`src/rtl/cfg_reg_pkg.sv`:
```
// Shared constants for the configuration register bank: register indices,
// command/ctrl codes and the write-lock state encoding.
package cfg_reg_pkg;

   localparam int IDX_CTRL = 0;
   localparam int IDX_CMD  = 1;

   localparam logic [15:0] CMD_RST    = 16'h0055;
   localparam logic [15:0] CMD_CYC    = 16'h0060;
   localparam logic [15:0] CMD_LOCK   = 16'h00A5;
   localparam logic [15:0] KEY1       = 16'h5A5A;
   localparam logic [15:0] KEY2       = 16'hA5A5;
   localparam logic [15:0] CMD_COMMIT = 16'h00C0;

   localparam logic [15:0] CTRL_TRG_ON = 16'h0001;
   localparam logic [15:0] CTRL_TRG_OFF = 16'h0000;
   localparam logic [15:0] CTRL_DT_ON  = 16'h0002;
   localparam logic [15:0] CTRL_DT_OFF = 16'h0003;

   typedef enum logic [1:0] {
      LK_UNLOCKED = 2'd0,
      LK_LOCKED   = 2'd1,
      LK_ARMED    = 2'd2
   } lock_state_t;

endpackage

```
`src/rtl/cfg_pulse_gen.sv`:
```
// Fixed-length pulse generator: a trigger while idle produces a pulse of
// exactly PULSE_LEN cycles starting the next cycle; triggers while busy are ignored.
module cfg_pulse_gen #(
   parameter int PULSE_LEN = 50
) (
   input  logic clk_i,
   input  logic rst_i,
   input  logic trig_i,
   output logic pulse_o
);

   localparam int CW = $clog2(PULSE_LEN + 1);

   logic [CW-1:0] cnt_q, cnt_d;

   always_comb begin
      cnt_d = cnt_q;
      if (cnt_q != '0)
         cnt_d = cnt_q - CW'(1);
      else if (trig_i)
         cnt_d = CW'(PULSE_LEN);
   end

   always_ff @(posedge clk_i or posedge rst_i) begin
      if (rst_i) cnt_q <= '0;
      else       cnt_q <= cnt_d;
   end

   assign pulse_o = (cnt_q != '0);

endmodule

```
`src/rtl/cfg_reg_bank.sv`:
```
// Configuration register bank with readback, key-protected write lock, command
// pulses and saturating counters. Define CFG_SHADOW_EN for a committed shadow bank.
module cfg_reg_bank
   import cfg_reg_pkg::*;
#(
   parameter int DATA_W    = 16,
   parameter int ADDR_W    = 8,
   parameter int NUM_REGS  = 20,
   parameter int BASE_ADDR = 8'h02,
   parameter int PULSE_LEN = 50,
   parameter int CNT_W     = 16,
   parameter logic [NUM_REGS*DATA_W-1:0] RST_VALS = '0
) (
   input  logic                         clk_in,
   input  logic                         rst_in,
   input  logic                         wr_in,
   input  logic [ADDR_W-1:0]            wr_addr_in,
   input  logic [DATA_W-1:0]            data_in,
   input  logic                         rd_in,
   input  logic [ADDR_W-1:0]            rd_addr_in,
   output logic [DATA_W-1:0]            rd_data_out,
   output logic                         rd_valid_out,
   output logic [NUM_REGS*DATA_W-1:0]   regs_out,
   output logic                         trg_enb_out,
   output logic                         data_trans_enb_out,
   output logic                         cmd_rst_out,
   output logic                         cycled_trg_bgn_out,
   output logic                         locked_out,
   output logic [CNT_W-1:0]             config_received_out,
   output logic [CNT_W-1:0]             addr_err_cnt_out
);

   localparam int IDX_W = $clog2(NUM_REGS);
   localparam logic [ADDR_W:0]   ADDR_LO = (ADDR_W+1)'(BASE_ADDR);
   localparam logic [ADDR_W:0]   ADDR_HI = (ADDR_W+1)'(BASE_ADDR + NUM_REGS);
   localparam logic [IDX_W-1:0]  I_CTRL  = IDX_W'(IDX_CTRL);
   localparam logic [IDX_W-1:0]  I_CMD   = IDX_W'(IDX_CMD);
   localparam logic [IDX_W-1:0]  I_GEN   = IDX_W'(2);
   localparam logic [DATA_W-1:0] D_RST   = DATA_W'(CMD_RST);
   localparam logic [DATA_W-1:0] D_CYC   = DATA_W'(CMD_CYC);
   localparam logic [DATA_W-1:0] D_LOCK  = DATA_W'(CMD_LOCK);
   localparam logic [DATA_W-1:0] D_KEY1  = DATA_W'(KEY1);
   localparam logic [DATA_W-1:0] D_KEY2  = DATA_W'(KEY2);
   localparam logic [DATA_W-1:0] D_TRG_ON  = DATA_W'(CTRL_TRG_ON);
   localparam logic [DATA_W-1:0] D_TRG_OFF = DATA_W'(CTRL_TRG_OFF);
   localparam logic [DATA_W-1:0] D_DT_ON   = DATA_W'(CTRL_DT_ON);
   localparam logic [DATA_W-1:0] D_DT_OFF  = DATA_W'(CTRL_DT_OFF);

   logic [NUM_REGS-1:0][DATA_W-1:0] regs_q, regs_d;
   logic [DATA_W-1:0] rd_data_q, rd_data_d, rd_word;
   logic              rd_valid_q, wr_prev_q;
   logic              trg_enb_q, trg_enb_d, dte_q, dte_d;
   logic [CNT_W-1:0]  cfg_cnt_q, cfg_cnt_d, err_cnt_q, err_cnt_d;
   lock_state_t       lock_q, lock_d;
   logic [IDX_W-1:0]  wr_sel, rd_sel;
   logic wr_inr, rd_inr, wr_rise, wr_acc, wr_drop, ctrl_wr, cmd_wr;
`ifdef CFG_SHADOW_EN
   localparam logic [DATA_W-1:0] D_COMMIT = DATA_W'(CMD_COMMIT);
   logic [NUM_REGS-1:0][DATA_W-1:0] shadow_q, shadow_d;
`endif

   assign wr_sel  = IDX_W'(wr_addr_in - ADDR_W'(BASE_ADDR));
   assign rd_sel  = IDX_W'(rd_addr_in - ADDR_W'(BASE_ADDR));
   assign wr_inr  = ({1'b0, wr_addr_in} >= ADDR_LO) && ({1'b0, wr_addr_in} < ADDR_HI);
   assign rd_inr  = ({1'b0, rd_addr_in} >= ADDR_LO) && ({1'b0, rd_addr_in} < ADDR_HI);
   assign wr_rise = wr_in && !wr_prev_q;
   // ctrl and cmd stay writable while locked so the unlock keys can get through
   assign wr_drop = wr_in && wr_inr && (lock_q != LK_UNLOCKED) && (wr_sel >= I_GEN);
   assign wr_acc  = wr_in && wr_inr && !wr_drop;
   assign ctrl_wr = wr_acc && (wr_sel == I_CTRL);
   assign cmd_wr  = wr_acc && (wr_sel == I_CMD);

   always_comb begin
      regs_d = regs_q;
`ifdef CFG_SHADOW_EN
      shadow_d = shadow_q;
      if (wr_acc && wr_sel >= I_GEN) shadow_d[wr_sel] = data_in;
      else if (wr_acc)               regs_d[wr_sel]   = data_in;
      if (cmd_wr && data_in == D_COMMIT)
         regs_d[NUM_REGS-1:2] = shadow_q[NUM_REGS-1:2];
`else
      if (wr_acc) regs_d[wr_sel] = data_in;
`endif
   end

   always_comb begin
      trg_enb_d = trg_enb_q;
      dte_d     = dte_q;
      if (ctrl_wr) begin
         case (data_in)
            D_TRG_ON:  trg_enb_d = 1'b1;
            D_TRG_OFF: trg_enb_d = 1'b0;
            D_DT_ON:   dte_d     = 1'b1;
            D_DT_OFF:  dte_d     = 1'b0;
            default: ;
         endcase
      end
      cfg_cnt_d = cfg_cnt_q;
      if (wr_rise && wr_acc && cfg_cnt_q != '1) cfg_cnt_d = cfg_cnt_q + CNT_W'(1);
      err_cnt_d = err_cnt_q;
      if (wr_rise && (!wr_inr || wr_drop) && err_cnt_q != '1) err_cnt_d = err_cnt_q + CNT_W'(1);
   end

   // readback samples the registered value, so a same-cycle write is not visible
   always_comb begin
      rd_word = regs_q[rd_sel];
`ifdef CFG_SHADOW_EN
      if (rd_sel >= I_GEN) rd_word = shadow_q[rd_sel];
`endif
      rd_data_d = rd_data_q;
      if (rd_in) rd_data_d = rd_inr ? rd_word : '0;
   end

   always_comb begin
      lock_d = lock_q;
      if (wr_rise && wr_inr) begin
         case (lock_q)
            LK_UNLOCKED: if (cmd_wr && data_in == D_LOCK) lock_d = LK_LOCKED;
            LK_LOCKED:   if (cmd_wr && data_in == D_KEY1) lock_d = LK_ARMED;
            LK_ARMED:    lock_d = (cmd_wr && data_in == D_KEY2) ? LK_UNLOCKED : LK_LOCKED;
            default:     lock_d = LK_UNLOCKED;
         endcase
      end
   end

   always_comb locked_out = (lock_q != LK_UNLOCKED);

   always_ff @(posedge clk_in or posedge rst_in) begin
      if (rst_in) lock_q <= LK_UNLOCKED;
      else        lock_q <= lock_d;
   end

   always_ff @(posedge clk_in or posedge rst_in) begin
      if (rst_in) begin
         regs_q     <= RST_VALS;
         rd_data_q  <= '0;
         rd_valid_q <= 1'b0;
         wr_prev_q  <= 1'b0;
         trg_enb_q  <= 1'b0;
         dte_q      <= 1'b0;
         cfg_cnt_q  <= '0;
         err_cnt_q  <= '0;
      end else begin
         regs_q     <= regs_d;
         rd_data_q  <= rd_data_d;
         rd_valid_q <= rd_in;
         wr_prev_q  <= wr_in;
         trg_enb_q  <= trg_enb_d;
         dte_q      <= dte_d;
         cfg_cnt_q  <= cfg_cnt_d;
         err_cnt_q  <= err_cnt_d;
      end
   end

`ifdef CFG_SHADOW_EN
   always_ff @(posedge clk_in or posedge rst_in) begin
      if (rst_in) shadow_q <= RST_VALS;
      else        shadow_q <= shadow_d;
   end
`endif

   cfg_pulse_gen #(.PULSE_LEN(PULSE_LEN)) u_rst_pulse (
      .clk_i(clk_in), .rst_i(rst_in),
      .trig_i(cmd_wr && data_in == D_RST), .pulse_o(cmd_rst_out)
   );

   cfg_pulse_gen #(.PULSE_LEN(PULSE_LEN)) u_cyc_pulse (
      .clk_i(clk_in), .rst_i(rst_in),
      .trig_i(cmd_wr && data_in == D_CYC), .pulse_o(cycled_trg_bgn_out)
   );

   assign regs_out            = regs_q;
   assign rd_data_out         = rd_data_q;
   assign rd_valid_out        = rd_valid_q;
   assign trg_enb_out         = trg_enb_q;
   assign data_trans_enb_out  = dte_q;
   assign config_received_out = cfg_cnt_q;
   assign addr_err_cnt_out    = err_cnt_q;

endmodule
```
`config.mk`:
```
export PLATFORM = sky130hd
export DESIGN_NAME = cfg_reg_bank
export DESIGN_NICKNAME = d
export VERILOG_FILES = /design/src/rtl/cfg_reg_pkg.sv /design/src/rtl/cfg_pulse_gen.sv /design/src/rtl/cfg_reg_bank.sv
export SDC_FILE = /design/constraint.sdc
export NUM_CORES = 1
export LEC_CHECK = 0
export CORE_MARGIN = 2
export CORE_UTILIZATION = 46
export CTS_BUF_LIST = sky130_fd_sc_hd__clkbuf_16
export CTS_CLUSTER_DIAMETER = 150
export CTS_CLUSTER_SIZE = 10
export DETAILED_ROUTE_END_ITERATION = 10
export GPL_ROUTABILITY_DRIVEN = 0
export PLACE_DENSITY_LB_ADDON = 0.25
export SETUP_SLACK_MARGIN = 0.15
export SLEW_MARGIN = 25
export SYNTH_ARGS = -nofsm -noshare
export SYNTH_HDL_FRONTEND = slang
export SYNTH_HIERARCHICAL = 1
export SYNTH_SLANG_ARGS = --single-unit
export TNS_END_PERCENT = 20
```
`constraint.sdc`:
```
create_clock -name clk_in -period 22.2 [get_ports clk_in]
set_input_delay 3.33 -clock clk_in [delete_from_list [all_inputs] [get_ports clk_in]]
set_output_delay 3.33 -clock clk_in [all_outputs]
set_load 0.01 [all_outputs]
```
==> metrics.yaml <==
timing_max_transition_violations_final: 0
dieHeight_um: 205
fin_crit_sh_pct: 28.4
yosys-top-cells-area: "dfrtp_1 52%, mux2_2 14%, mux4_2 9.8%"
r2r_start: "lock_q[1]"
reg2reg_to: "regs_out[67]"
worstPathArrival_ps: 6750
dr.pass1.iters: 5
rsz0062_at_grt: "false"
synth_cells: 1295
fin_skew_ps: 30.8
antenna_left: 0
cts_root_buf: "clkbuf_16"
worstSetupPathType: "input port to register"
synth_async_sr_flop_share_pct: 100
drt_iter0_drc: 679
ys_seq_area_share_pct: 52.1
grt_max_degree: 184
synth_seq_cells: 386
drive_above_1_share_pct: 30.1
rrSetupSlack_ps: 19450
whs_path_depth: 1
required_ps: 22650
p_total_uw: 1690
die_x_um: 205
mappedNetlistNets: 1339
tns_ps: 0
hpwl_mm: 41.9
synth_edf_count: 0
cts.sink_count: 386
finalCriticalPeriod_ps: 6300
via_per_inst: 5.79
relSlewSlack_pct: 28.6
syn_area_um2: 18500
seqCellArea_um2: 9660
clk_pin_slew_worst_paths_ps: 50
final-hold-violation-count: 0
clockBufferDepth: 3
fillers: 3109
core_area_um2: 39700
grt_use_total_pct: 28.8
ys_types: 67
worst_setup_path_end_kind: "register"
cts_tree: "yes"
fmax_mhz: 159
avgRoutedWirePerCell_um: 26.8
wl_mm: 59.2
worst_hold_slack_ps: 488
via_count: 12800
io_pins: 410
status: "complete, no violations"
grt_pass1_wl_mm: 89.1
finalSetupViolCount: 0
h-tree-depth: 2
portBuffers: 409
synthFlopType: "dfrtp_1"
ctsResizeCount: 0
power.leakage_uw: 0.0114
p_per_area_nw_per_um2: 69.5
worst_slew_pin_slew_ps: 1070
setup_slack_ps: 15900
die-area_um2: 41900
yosysMostFrequentCell: "dfrtp_1"
fp-row-count: 73
place_inst: 2158
hold_start: "config_received_out[5]"
initial_core_util_pct: 46.7
cts_hold_buffers: 0
syn_avg_cell_area_um2: 14.3
numCtsBuffers: 44
path_max_fanout: 16
n_antenna_cell: 0
yosysTopAreaCell: "dfrtp_1"
rr_worst_depth: 5
synth_common_cells: "386 x dfrtp_1, 227 x mux2_2, 81 x mux4_2, 80 x mux2_4, 69 x nand2_1"
fin_nets: 1724
antenna_found_initial: 0
start_kind: "input port"
postCtsSetupBuffers: 0
hp-class: "register to register"
final_cell_count_no_fill: 2207
yosys_warnings: 6
grt_pass1_vias: 13300
gr-total-overflow: 0
worstSkewPairLatency_ps: 580
syn2layout_area_growth_pct: 31.1
holdPathEnd: "config_received_out[5]"
drv_cap: 0
dpl_worst_slack_ps: 15340
post-route-drc-count: 0
synth_top_area_share_pct: 52.1
multi_input_area_um2: 8300
ir_worst_vdd_v: 0.0000586
-- per-stage QoR --
stage	area (µm²)	utilization (%)
after floorplan	18500	-
after global placement	23100	58.1
after detailed placement	23100	58.1
after CTS	24300	61.1
after global routing	24300	61.2
final	24300	61.2
-- metal layers --
| layer | vias to the layer above | track usage (%) | routed length (µm) | part of all wire, % |
|---|---|---|---|---|
| met5 | - | 0 | 0 | 0 |
| met4 | 0 | 10.1 | 1950 | 3.3 |
| met3 | 94 | 7.51 | 4930 | 8.3 |
| met2 | 492 | 45.2 | 27900 | 47 |
| met1 | 6712 | 38.7 | 24400 | 41 |
| li1 | 5485 | - | - | - |
-- where the power goes --
part	switching [µW]	internal (µW)
clock network	274	374
logic	128	133
registers	38.5	741
-- cell type report --
type | count | area share, %
sequential | 386 | 39.8
multi-input combinational | 770 | 34.2
clock inverter | 2 | 0.191
clock buffer | 46 | 4.74
tap | 525 | 2.70
timing repair buffer | 435 | 17.8
inverter | 43 | 0.695
-- worst max path at each step --
stage	start	endpoint	slack, ps
2_1_floorplan	rst_in	addr_err_cnt_out[0]	8480
3_3_place_gp	rd_addr_in[1]	rd_data_out[1]	15430
6_report	wr_addr_in[1]	regs_out[67]	15900
5_1_grt	wr_addr_in[1]	regs_out[72]	15620
3_5_place_dp	wr_addr_in[1]	regs_out[69]	15340
4_1_cts	wr_addr_in[1]	regs_out[67]	15940
-- layout by cell type (no fill, tap or decap), types with 15 or more instances in the layout --
cell type	instances
xnor2_1	19
inv_1	42
nand3_1	18
clkbuf_16	46
buf_4	26
clkdlybuf4s50_1	407
nand4_1	25
mux2_2	227
mux2_4	80
mux2_1	16
nor2_1	37
mux2i_1	18
a21oi_1	21
nor3_1	15
nand2_1	69
dfrtp_1	386
mux4_2	81
o221ai_1	16
-- cell families (layout without fill, tap and decap cells) --
| logic type | count (synthesis) | in the layout | share of synthesized area, % |
|---|---|---|---|
| xor+xnor | 33 | 33 | 1.56 |
| simple gates | 237 | 237 | 7.47 |
| mux | 422 | 422 | 32.1 |
| fa+ha+maj | 8 | 8 | 0.540 |
| buf+inv | 139 | 526 | 3.41 |
| compound gates | 70 | 70 | 2.86 |
| flops | 386 | 386 | 52.1 |
-- worst max-delay path, cell delays in order --
cell and delay, ps:
clkdlybuf4s50_1 770, inv_1 140, ha_1 310, nor2_1 160, a31oi_1 160, nor3_1 540, and2_1 890, mux2_2 420
-- registers in the layout (all words and copies together), names as in the netlist --
| register | cells |
|---|---|
| wr_prev_q | 1 |
| config_received_out | 16 |
| rd_valid_out | 1 |
| trg_enb_out | 1 |
| u_rst_pulse/cnt_q | 6 |
| addr_err_cnt_out | 16 |
| lock_q | 2 |
| u_cyc_pulse/cnt_q | 6 |
| rd_data_out | 16 |
| data_trans_enb_out | 1 |
| regs_out | 320 |
(Power assumes the default switching activity.)
